File: src/rtl/datapath_ctrl.sv
// Instruction decoder and multi-cycle control FSM for the 16-bit register/ALU datapath.
// Accepts one instruction per start handshake and drives every datapath control input.
module datapath_ctrl #(
    parameter int DW = 16
) (
    input  logic          clk,
    input  logic          reset,
    input  logic          s,
    input  logic [DW-1:0] instr,
    output logic          w,
    output logic          illegal,
    output logic [2:0]    readnum,
    output logic [2:0]    writenum,
    output logic          write,
    output logic          vsel,
    output logic          loada,
    output logic          loadb,
    output logic          loadc,
    output logic          loads,
    output logic          asel,
    output logic          bsel,
    output logic [1:0]    shift,
    output logic [1:0]    ALUop,
    output logic [DW-1:0] datapath_in
);

    typedef enum logic [2:0] {
        S_WAIT,
        S_DECODE,
        S_GET_A,
        S_GET_B,
        S_EXEC,
        S_WRITE_REG,
        S_WRITE_IMM
    } state_t;

    state_t        state;
    state_t        next_state;
    logic [DW-1:0] ir;

    logic [2:0] opcode;
    logic [1:0] op;
    logic [2:0] rn;
    logic [2:0] rd;
    logic [1:0] sh;
    logic [2:0] rm;
    logic [7:0] imm8;

    logic is_mov_imm;
    logic is_mov_reg;
    logic is_alu;
    logic is_cmp;
    logic is_mvn;

    assign opcode = ir[15:13];
    assign op     = ir[12:11];
    assign rn     = ir[10:8];
    assign rd     = ir[7:5];
    assign sh     = ir[4:3];
    assign rm     = ir[2:0];
    assign imm8   = ir[7:0];

    assign is_mov_imm = (opcode == 3'b110) && (op == 2'b10);
    assign is_mov_reg = (opcode == 3'b110) && (op == 2'b00);
    assign is_alu     = (opcode == 3'b101);
    assign is_cmp     = is_alu && (op == 2'b01);
    assign is_mvn     = is_alu && (op == 2'b11);

    always_ff @(posedge clk or posedge reset) begin
        if (reset) begin
            state <= S_WAIT;
        end else begin
            state <= next_state;
        end
    end

    // IR only captures on the accept edge, so instr may change freely mid-instruction.
    always_ff @(posedge clk or posedge reset) begin
        if (reset) begin
            ir <= '0;
        end else if ((state == S_WAIT) && s) begin
            ir <= instr;
        end
    end

    always_comb begin
        next_state  = state;
        w           = 1'b0;
        illegal     = 1'b0;
        readnum     = 3'd0;
        writenum    = 3'd0;
        write       = 1'b0;
        vsel        = 1'b0;
        loada       = 1'b0;
        loadb       = 1'b0;
        loadc       = 1'b0;
        loads       = 1'b0;
        asel        = 1'b0;
        bsel        = 1'b0;
        shift       = 2'b00;
        ALUop       = 2'b00;
        datapath_in = '0;

        case (state)
            S_WAIT: begin
                w = 1'b1;
                if (s) next_state = S_DECODE;
            end
            S_DECODE: begin
                if (is_mov_imm) begin
                    next_state = S_WRITE_IMM;
                end else if (is_mov_reg || is_mvn) begin
                    next_state = S_GET_B;
                end else if (is_alu) begin
                    next_state = S_GET_A;
                end else begin
                    illegal    = 1'b1;
                    next_state = S_WAIT;
                end
            end
            S_GET_A: begin
                readnum    = rn;
                loada      = 1'b1;
                next_state = S_GET_B;
            end
            S_GET_B: begin
                readnum    = rm;
                loadb      = 1'b1;
                next_state = S_EXEC;
            end
            S_EXEC: begin
                shift = sh;
                if (is_mov_reg) begin
                    asel       = 1'b1;
                    loadc      = 1'b1;
                    next_state = S_WRITE_REG;
                end else if (is_cmp) begin
                    // CMP only updates status; nothing is written back
                    ALUop      = 2'b01;
                    loads      = 1'b1;
                    next_state = S_WAIT;
                end else if (is_mvn) begin
                    ALUop      = 2'b11;
                    loadc      = 1'b1;
                    next_state = S_WRITE_REG;
                end else begin
                    ALUop      = op;
                    loadc      = 1'b1;
                    next_state = S_WRITE_REG;
                end
            end
            S_WRITE_REG: begin
                writenum   = rd;
                write      = 1'b1;
                next_state = S_WAIT;
            end
            S_WRITE_IMM: begin
                vsel        = 1'b1;
                writenum    = rn;
                write       = 1'b1;
                datapath_in = {{(DW-8){imm8[7]}}, imm8};
                next_state  = S_WAIT;
            end
            default: begin
                next_state = S_WAIT;
            end
        endcase
    end

endmodule

File: config.mk
export PLATFORM = sky130hd
export DESIGN_NAME = datapath_ctrl
export DESIGN_NICKNAME = d
export VERILOG_FILES = /design/src/rtl/datapath_ctrl.sv
export SDC_FILE = /design/constraint.sdc
export NUM_CORES = 1
export LEC_CHECK = 0
export CORE_MARGIN = 5
export CORE_UTILIZATION = 41
export CTS_CLUSTER_DIAMETER = 50
export CTS_CLUSTER_SIZE = 20
export DETAILED_ROUTE_END_ITERATION = 10
export GPL_TIMING_DRIVEN = 0
export HOLD_SLACK_MARGIN = 0.05
export PLACE_DENSITY = 0.85
export SKIP_LAST_GASP = 1
export SYNTH_ARGS = -nofsm -noshare
export SYNTH_HDL_FRONTEND = slang
export SYNTH_SLANG_ARGS = --single-unit
File: constraint.sdc
create_clock -name clk -period 2.3 [get_ports clk]
set_clock_uncertainty 0.05 [all_clocks]
set_input_delay 0.46 -clock clk [delete_from_list [all_inputs] [get_ports clk]]
set_output_delay 0.46 -clock clk [all_outputs]
set_load 0.1 [all_outputs]
==> results.toml <==
[global_route]
global_route.usage.total = 0.154
grt_antenna_before_repair = 0
globalRouteMet2Util = 0.271
grt_first_pass_wirelength_um = 5060
grt_pass1_vias = 1036
grt.met3_usage = 0.0403
grt_util_met1 = 0.183
globalRoute.busiestLayer = "met2"
grt_start_max_net_pins = 20
grt_overflow_total = 0

[critical_path]
worst-endpoint-required_ns = 1.79
rrSetupSlack_ns = 0.55
critical_path.slowest_cell = "dfrtp_1"
timing.setup.critical_path_class = "reg -> out"
cp_slowest_stage_delay_ns = 0.40
r2r-end = "ir[10]"
timing.reg2reg.worst_path_depth = 7
critPathArrivalTime_ns = 1.74
timing.critical_path.from = "state[0]"
timing.critical_path.cells = "buf_6 > nor3b_4 > buf_6 > and2_4 > buf_12 > buf_12"
type_of_origin_of_the_critical_path = "flip-flop"
crit-reg2reg-launch = "state[1]"
worst-path-max-fanout = 10
timing.critical_path.to_type = "primary output"

[route]
detailedRoute.firstIterationViolations = 13
drc = 0
num_vias = 1004
avgViaCountPerCell = 4.97
routed_wl_um = 3100
ant_nets = 0
drt-wirelength-per-cell_um = 15.3
drt_pre_antenna_iters = 4

[timing]
fin_hold_ws_ns = 0.491
post-route-period-util = 0.977
max_clock_freq_ghz = 0.445
grt_setup_unrepaired = "true"
report.final.slew_viol_count = 0
slew_headroom = 0.534
transition_at_the_pin_with_the_smallest_max_transition_slack_ns = 0.698
fin_ws_ns = 0.0536
setup-tns-final_ns = 0
finalHoldViolCount = 0
final.min_clock_period_ns = 2.25
timing.final.setup_violations = 0

[pwr]
pwr_density_cell_nw_per_um2 = 1410
leakage_dissipation_nw = 0.943
vdd.ir_drop.worst_mv = 1.65

[flow_run]
max_cap_violations = 0

[synthesis]
asyncSetResetFlopFracSynth = 1.00
synthesis.area_sq_um = 1200
synthesis.instances = 105
sequential_area_share_after_synthesis = 0.397
synth_cell_type_count = 32
synthesis.yosys.warnings = 0
syn_area_per_cell_sq_um = 11.4
synth_enable_flop_cells = 0
yosys_register_bits = 19
synth_nets = 124
synth_flop_cell = "dfrtp_1"

[worst_hold_path]
holdCritPathClass = "reg -> reg"
hold_path_startpoint = "ir[1]"
hold_path_depth = 1
timing.hold.worst_endpoint = "ir[1]"

[layout]
antennaDiodeCount = 0
nNetsFinal = 191
mostFrequentLayoutCell = "buf_4"
area_of_combinational_cells_with_multiple_inputs_sq_um = 652
final_cell_mix = "buf_4 (25), dfrtp_1 (19), clkdlybuf4s50_1 (18), buf_12 (17), mux2_4 (9)"
regArea_sq_um = 475
post_route_cells_drive_above_1_share = 0.591
nFillCells = 208
layout-area-overhead-vs-synth_pct = 71.0

[clock_tree]
htreeDepth = 1
cts.sink_count = 19
numCtsBuffers = 3
clock_tree.root_cell = "clkbuf_4"
holdBufCountCts = 0
clkLatencyLatePin_ns = 0.29
clkTransAtPathRegs_ns = 0.10
ctsLongestPathBuffers = 2
cts_tree = "built"

[die]
core_area_sq_um = 2780
die_area_sq_um = 4100
fp-row-count = 19
initial_core_util = 0.431
pin_count = 55
die_w_um = 64.1
die-height_um = 64.1

[outcome]
outcome = "finished, final reports clean"

[placed_design]
finalWeightedCongestion = 0.827
dp_hpwl_um = 2310
placement.setup.worst_slack_ns = -0.805
io_buffer_count = 53
==> through the flow <==
step           instances  cell area [sq um]  total power (W)   util
2_1_floorplan        105               1350          0.00225      -
3_3_place_gp         189               1920          0.00259  0.689
3_5_place_dp         189               1920          0.00264  0.689
4_1_cts              197               1970          0.00281  0.708
5_1_grt              202               2050          0.00304  0.737
6_report             202               2050          0.00288  0.737
==> state kept, by name, summed over array words and instances (netlist names) <==
signal / count
ir: 16
state: 3
==> routing by layer <==
layer | routed length (um) | vias up
li1 | - | 482
met2 | 1620 | 39
met3 | 226 | 5
met5 | 0 | -
met1 | 1220 | 478
met4 | 33 | 0
==> how the worst max path moves through the flow <==
stage / endpoint / cells past startpoint
floorplan: datapath_in[10] / 4
global placement: datapath_in[15] / 5
global route: datapath_in[12] / 7
CTS: datapath_in[10] / 6
detailed placement: datapath_in[10] / 5
finish: datapath_in[12] / 6
==> what timing repair did <==
action	4_1_cts	5_1_grt
resized for setup	204	25
setup endpoints to repair	35	22
hold endpoints to repair	0	0
cloned	1	0
setup buffers	3	5
pin swaps	1	1
==> logic make-up after synthesis <==
group / Yosys count / share of synthesized area
simple gates: 37 / 0.207
mux: 19 / 0.204
other cells: 1 / 0.00313
buf+inv: 17 / 0.112
compound gates: 12 / 0.0783
flops: 19 / 0.397
==> critical path, delay by kind of cell, from the launching register on <==
family | cells | cell delay [ns]
and+or+nand+nor | 2 | 0.45
buffers and inverters | 4 | 0.58
DFF | 1 | 0.40
==> cells in the mapped netlist, types with 2 or more instances <==
cell      number  area share
inv_1          3      0.0094
mux2i_1        3       0.025
buf_4         10       0.063
and3_1         2       0.010
mux2_4         9        0.11
nor2b_1        6       0.031
mux2_2         7       0.066
and2_1        12       0.063
nand2b_1       2       0.010
nor2_1         6       0.019
o21bai_1       2       0.013
a22oi_1        3       0.019
buf_6          2       0.019
dfrtp_1       19        0.40
nor3_1         2      0.0084
==> power breakdown <==
part | switching [W] | internal, W | total [W]
Sequential | 0.000149 | 0.000508 | 0.000657
Clock | 0.0000980 | 0.0000676 | 0.000166
Combinational | 0.00126 | 0.000796 | 0.00206
Total | 0.00151 | 0.00137 | 0.00288
==> area by class of cell <==
type | count | share of cell area
well taps | 31 | 0.0189
flip-flops and latches | 19 | 0.232
plain buffers | 14 | 0.112
repair buffers | 61 | 0.301
multi-input cells | 70 | 0.318
clock buffers | 4 | 0.0128
inverters | 3 | 0.00549
(Power assumes the default switching activity.)
